===== src/rtl/stream_credit_sender.sv =====
// Credit-based stream sender: forwards upstream words onto a link with no backpressure.
// Each word costs one credit, and the remote receiver returns credits one pulse at a time.
module stream_credit_sender #(
    parameter int  DATA_WIDTH = 32,
    parameter type T          = logic [DATA_WIDTH-1:0],
    parameter int  CREDITS    = 8,
    parameter int  CNT_WIDTH  = $clog2(CREDITS + 1)
) (
    input  logic                 clk_i,
    input  logic                 rst_i,
    input  logic                 flush_i,
    input  T                     data_i,
    input  logic                 valid_i,
    output logic                 ready_o,
    output T                     data_o,
    output logic                 valid_o,
    input  logic                 credit_i,
    output logic [CNT_WIDTH-1:0] credits_o,
    output logic [CNT_WIDTH-1:0] in_flight_o,
    output logic                 err_o
);

    typedef enum logic [1:0] {
        INIT  = 2'd0,
        RUN   = 2'd1,
        FLUSH = 2'd2
    } state_t;

    localparam logic [CNT_WIDTH-1:0] C_MAX = CNT_WIDTH'(CREDITS);
    localparam logic [CNT_WIDTH-1:0] C_ONE = CNT_WIDTH'(1);

    state_t               r_state;
    logic [CNT_WIDTH-1:0] r_credits;
    logic                 r_valid;
    T                     r_data;
    logic                 r_err;

    logic                 w_ready;
    logic                 w_hs;

    // Ready depends only on state, flush and the counter, so it never loops back through valid_i.
    assign w_ready = (r_state == RUN) && !flush_i && (r_credits != '0);
    assign w_hs    = valid_i && w_ready;

    always_ff @(posedge clk_i or posedge rst_i) begin
        if (rst_i) begin
            r_state   <= INIT;
            r_credits <= C_MAX;
            r_valid   <= 1'b0;
            r_data    <= '0;
            r_err     <= 1'b0;
        end else if (flush_i) begin
            r_state   <= FLUSH;
            r_credits <= C_MAX;
            r_valid   <= 1'b0;
        end else begin
            r_state <= RUN;
            r_valid <= w_hs;
            if (w_hs) begin
                r_data <= data_i;
            end
            // A returned credit is dropped while the remote FIFO is being flushed.
            if (r_state != FLUSH) begin
                if (w_hs && !credit_i) begin
                    r_credits <= r_credits - C_ONE;
                end else if (!w_hs && credit_i) begin
                    if (r_credits == C_MAX) begin
                        r_err <= 1'b1;
                    end else begin
                        r_credits <= r_credits + C_ONE;
                    end
                end
            end
        end
    end

    assign ready_o     = w_ready;
    assign data_o      = r_data;
    assign valid_o     = r_valid;
    assign credits_o   = r_credits;
    assign in_flight_o = C_MAX - r_credits;
    assign err_o       = r_err;

endmodule


===== config.mk =====
export PLATFORM = sky130hd
export DESIGN_NAME = stream_credit_sender
export DESIGN_NICKNAME = d
export VERILOG_FILES = /design/src/rtl/stream_credit_sender.sv
export SDC_FILE = /design/constraint.sdc
export NUM_CORES = 1
export LEC_CHECK = 0
export BUFFER_PORTS_ARGS = -buffer_cell sky130_fd_sc_hd__buf_2
export CORE_MARGIN = 4
export CORE_UTILIZATION = 49
export CTS_CLUSTER_DIAMETER = 30
export DETAILED_ROUTE_END_ITERATION = 10
export PLACE_DENSITY = 0.83
export SYNTH_ARGS = -nofsm -noshare
export SYNTH_HDL_FRONTEND = slang
export SYNTH_SLANG_ARGS = --single-unit

===== constraint.sdc =====
create_clock -name clk_i -period 5.7 [get_ports clk_i]
set_input_delay 0.57 -clock clk_i [delete_from_list [all_inputs] [get_ports clk_i]]
set_output_delay 0.57 -clock clk_i [all_outputs]
set_load 0.005 [all_outputs]

; ---- After elaboration in Yosys (flattened, before gate mapping)
; Index checks and enable logic that the tools add are counted.
[totals]
inputBits = 37
word_cells = 35
register_bits = 40
out_inout_bits = 43
[op_classes]
mux = 7
addsub = 3
n_bitwise = 2
eq_ne = 4
n_reduce_logical = 14
[ops]
columns = cell, n
row1 = 4-bit two-way mux, 5
row2 = 1-bit logical AND, 5
row3 = 5-bit AND reduction, 1
row4 = 4-bit by 1-bit adder with 4-bit output (second input constant), 1
row5 = 4-bit equality test (second input constant), 1
row6 = 4-bit nonzero test, 1
row7 = 4-bit by 1-bit subtractor with 4-bit output (second input constant), 1
row8 = 4-bit subtractor (first input constant), 1
row9 = 1-bit logical NOT, 3
row10 = 3-bit inequality test (second input constant), 1
row11 = 3-bit AND reduction, 1
row12 = 3-bit nonzero test, 1
row13 = 2-bit by 1-bit equality test with 1-bit output (second input constant), 1
row14 = 2-bit two-way mux, 1
row15 = 2-bit inequality test (second input constant), 1
row16 = 1-bit inverter, 2
row17 = 2-bit AND reduction, 1
row18 = 2-bit nonzero test, 1
row19 = 1-bit two-way mux, 1

; ---- Depth between registers and ports, before layout
[logic_depth]
ltp_word = 10
depth_mapped = 12

; ---- Worst setup path before layout
; No wires, ideal clock.
[synth_path]
path_type = register to register
startpoint = register r_credits[0], in the netlist credits_o[0]
endpoint = register r_credits[3], in the netlist credits_o[3]
path_stages_with_launch = 13
path_slack_ps = 3034
t_arrival_ps = 2577
setup_ps = 89
cell_sequence = dfrtp_1 -> inv_1 -> ha_1 -> or3b_1 -> nand2_2 -> buf_4 -> buf_2 -> nor2_1 -> ha_1 -> a21o_1 -> a211oi_1 -> mux2i_1 -> a211oi_1
[synth_between]
elab_chain_cells = 7
[synth_rtl]
columns = item, line
row1 = "start, declared", 33  ; logic [CNT_WIDTH-1:0] r_credits;
row2 = "start signal, assigned", 65  ; r_credits <= r_credits - C_ONE;
row3 = "start signal, assigned", 70  ; r_credits <= r_credits + C_ONE;
row4 = branches (longest 7 deep; another with 4-bit by 1-bit adder with 4-bit output), --
; Parallel ways; which one is timed is not known. The select of a mux whose other input is x is not followed.
; A chain may end at the register's enable or synchronous reset.

; ---- Final worst setup path
; Same ends and word-level chain as after synthesis.

==> qor.yml <==
yosys:
  ys_types: 27
  synth_top_area_cell: "dfrtp_1"
  syn_area_mm2: 0.00173
  netlist.area_leader.share_pct: 56.3
  syn_avg_cell_area_um2: 9.17
  syn_inst: 189
  syn_nets: 230
  async_reset_ff_share_pct: 100
  synth_edf_count: 0
  yosysWarnings: 0
  synthTopCellsByArea: "dfrtp_1 56%, nand2_1 22%, ha_1 2.2%"
  ys_seq_area_share_pct: 57.8
  ys_seq_elements: 40
  synth_flop_cell: "dfrtp_1"
clocking:
  numCtsBuffers: 5
  insertion_delay_ns: 0.34
  cts_hold_buffers: 0
  cts.path.max_buffers: 2
  cts-htree-levels: 2
  cts_setup_buffers: 0
  cts_num_sinks: 40
  clkTransAtPathRegs_ns: 0.12
  cts_resized: 0
  cts_tree: "built"
  root_buffer: "clkbuf_4"
timing:
  fin_worst_skew_ns: 0.00998
  max_slew_margin_pct: 54.9
  report.final.slew_viol_count: 0
  fin_setup_tns_ns: 0
  finalCriticalPeriod_ns: 3.14
  setup_slack_ns: 2.56
  fmax_mhz: 318
  finalHoldViolations: 0
  rsz0062_at_grt: "false"
  tightestPinTransition_ns: 0.675
  fin_crit_sh_pct: 55.1
  finalSetupViolations: 0
critical_path:
  start_kind: "flop"
  timing_worst_setup_path_type: "flop to flop"
  path_cells: "inv_1, ha_1, or3b_1, nand2_2, nor2_1, ha_1, a21o_1, a211oi_1, mux2i_1, a211oi_1"
  cpPeakStageDelay_ns: 0.53
  crit_buf_inv: 1
  worst_path_max_delay_cell: "nand2_2"
  required_ns: 5.96
  critical_path_arrival_ns: 3.40
  path_max_fanout: 38
  path_delay_family: "simple AND/OR/NAND/NOR gates"
  cp-end-kind: "flop"
global_route:
  grt_max_degree: 41
  grt_usage_pct: 17.6
  grt_pass1_vias: 1351
  grt_pass1_wl_um: 5940
  antenna_found_initial: 0
  grt-ovfl-total: 0
cells_and_area:
  fin_cells: 315
  nets: 309
  antenna_cells: 0
  layout_common_cells: "100 x nand2_1, 79 x buf_2, 39 x dfrtp_1, 7 x nor2_1, 5 x clkbuf_4"
  area_growth_pct: 27.6
  drive_above_1_share_pct: 34.6
  final_common_cell: "nand2_1"
detailed_routing:
  drt_iter0_drc: 126
  vias_per_cell: 4.73
  routed_wl_um: 3640
  route.antenna.remaining_nets: 0
  drtPass1Iterations: 4
  wire_per_inst_um: 11.6
  drcViolationCount: 0
  via_count: 1489
flow_run:
  drv_cap: 0
floorplanning:
  io_pins: 80
  die_y_um: 67.5
  dieArea_mm2: 0.00455
  core_mm2: 0.00336
  die_x_um: 67.5
  rows: 21
  start_util_pct: 51.5
worst_hold_path:
  hp-class: "input pin to async pin"
placement:
  numPortBuffers: 79
  dp_slack_ns: 2.57
  dpl.hpwl_um: 2680
  post-place-cells: 307
  gp_congestion: 0.783
pwr:
  p_seq_share_pct: 56.2
  clock_power_share_pct: 23.2
  power.density_mw_per_mm2: 290
  p_sw_share_pct: 28.2
  ir_drop_v: 0.000185
  power_frac_comb_pct: 20.6
  p_int_mw: 0.460
  p_leak_nw: 1.33
  power_switching_mw: 0.181
status:
  outcome: "finished, final reports clean"
[power groups by stage]
stage,Combinational (mW),Sequential [mW],Clock (mW)
finish,0.132,0.360,0.149
global route,0.152,0.366,0.168
CTS,0.136,0.361,0.155
detailed placement,0.136,0.365,0
global placement,0.132,0.365,0
floorplan,0.0553,0.369,0
[synth_stat cells (2+ instances only)]
| cell | count |
|---|---|
| nand2_1 | 100 |
| dfrtp_1 | 39 |
| nor2_1 | 7 |
| buf_2 | 6 |
| inv_1 | 4 |
| ha_1 | 3 |
| mux2i_1 | 3 |
| nand3_1 | 3 |
| a211oi_1 | 2 |
| and3_1 | 2 |
| buf_4 | 2 |
| mux2_4 | 2 |
| xor2_1 | 2 |
[cell families after synthesis]
logic type,synth area share (%)
AND/OR/NAND/NOR,27.4
adder cells (fa/ha/maj),3.32
buffers and inverters,3.68
multiplexers,3.47
flip-flops,57.8
AO/OA/AOI/OAI,2.74
XOR/XNOR,1.52
[flip-flops by register name, summed over array words and instances, names as in the netlist]
name and count:
credits_o 4, data_o 32, err_o 1, r_state 2
valid_o 1
[worst register-to-register path: stages, from the launching register on]
cell and delay [ns]:
dfrtp_1 0.48, inv_1 0.11, ha_1 0.20, or3b_1 0.42
nand2_2 0.53, nor2_1 0.19, ha_1 0.32, a21o_1 0.19
a211oi_1 0.31, mux2i_1 0.13, a211oi_1 0.18
[per-layer routing]
metal | up-vias | global-route usage (%) | share of wire, %
met4 | 0 | 6.33 | 1.2
li1 | 744 | - | -
met2 | 58 | 28.9 | 47
met5 | - | 0 | 0
met3 | 6 | 6.82 | 9.5
met1 | 681 | 20.9 | 43
[per-stage QoR]
step           hold slack [ns]  utilization (%)  total power, mW  area, µm²
2_1_floorplan            0.460                -            0.424       1730
3_3_place_gp             0.454             63.9            0.496       2150
3_5_place_dp             0.459             63.9            0.501       2150
4_1_cts                  0.333             65.7            0.651       2210
5_1_grt                  0.358             65.7            0.686       2210
6_report                 0.326             65.7            0.641       2210
[area by class of cell]
type,count,area [µm²]
flip-flops and latches,40,1000
fillers,306,1150
well taps,46,57.6
clock inverters,1,7.51
multi-input cells,136,667
repair buffers,80,403
clock buffers,7,55.1
inverters,5,18.8
[path summary, 6_finish.rpt]
check,cells past startpoint,endpoint,from,slack (ns)
max,10,credits_o[3],credits_o[0],2.56
min,3,credits_o[2],rst_i,0.33
max reg2reg,10,credits_o[3],credits_o[0],2.56
min reg2reg,2,data_o[30],data_o[30],0.48
max in group asynchronous,3,credits_o[3],rst_i,5.03
min in group clk_i,1,r_state[1],flush_i,0.41
Note: power is estimated with default switching activity, not from simulation.
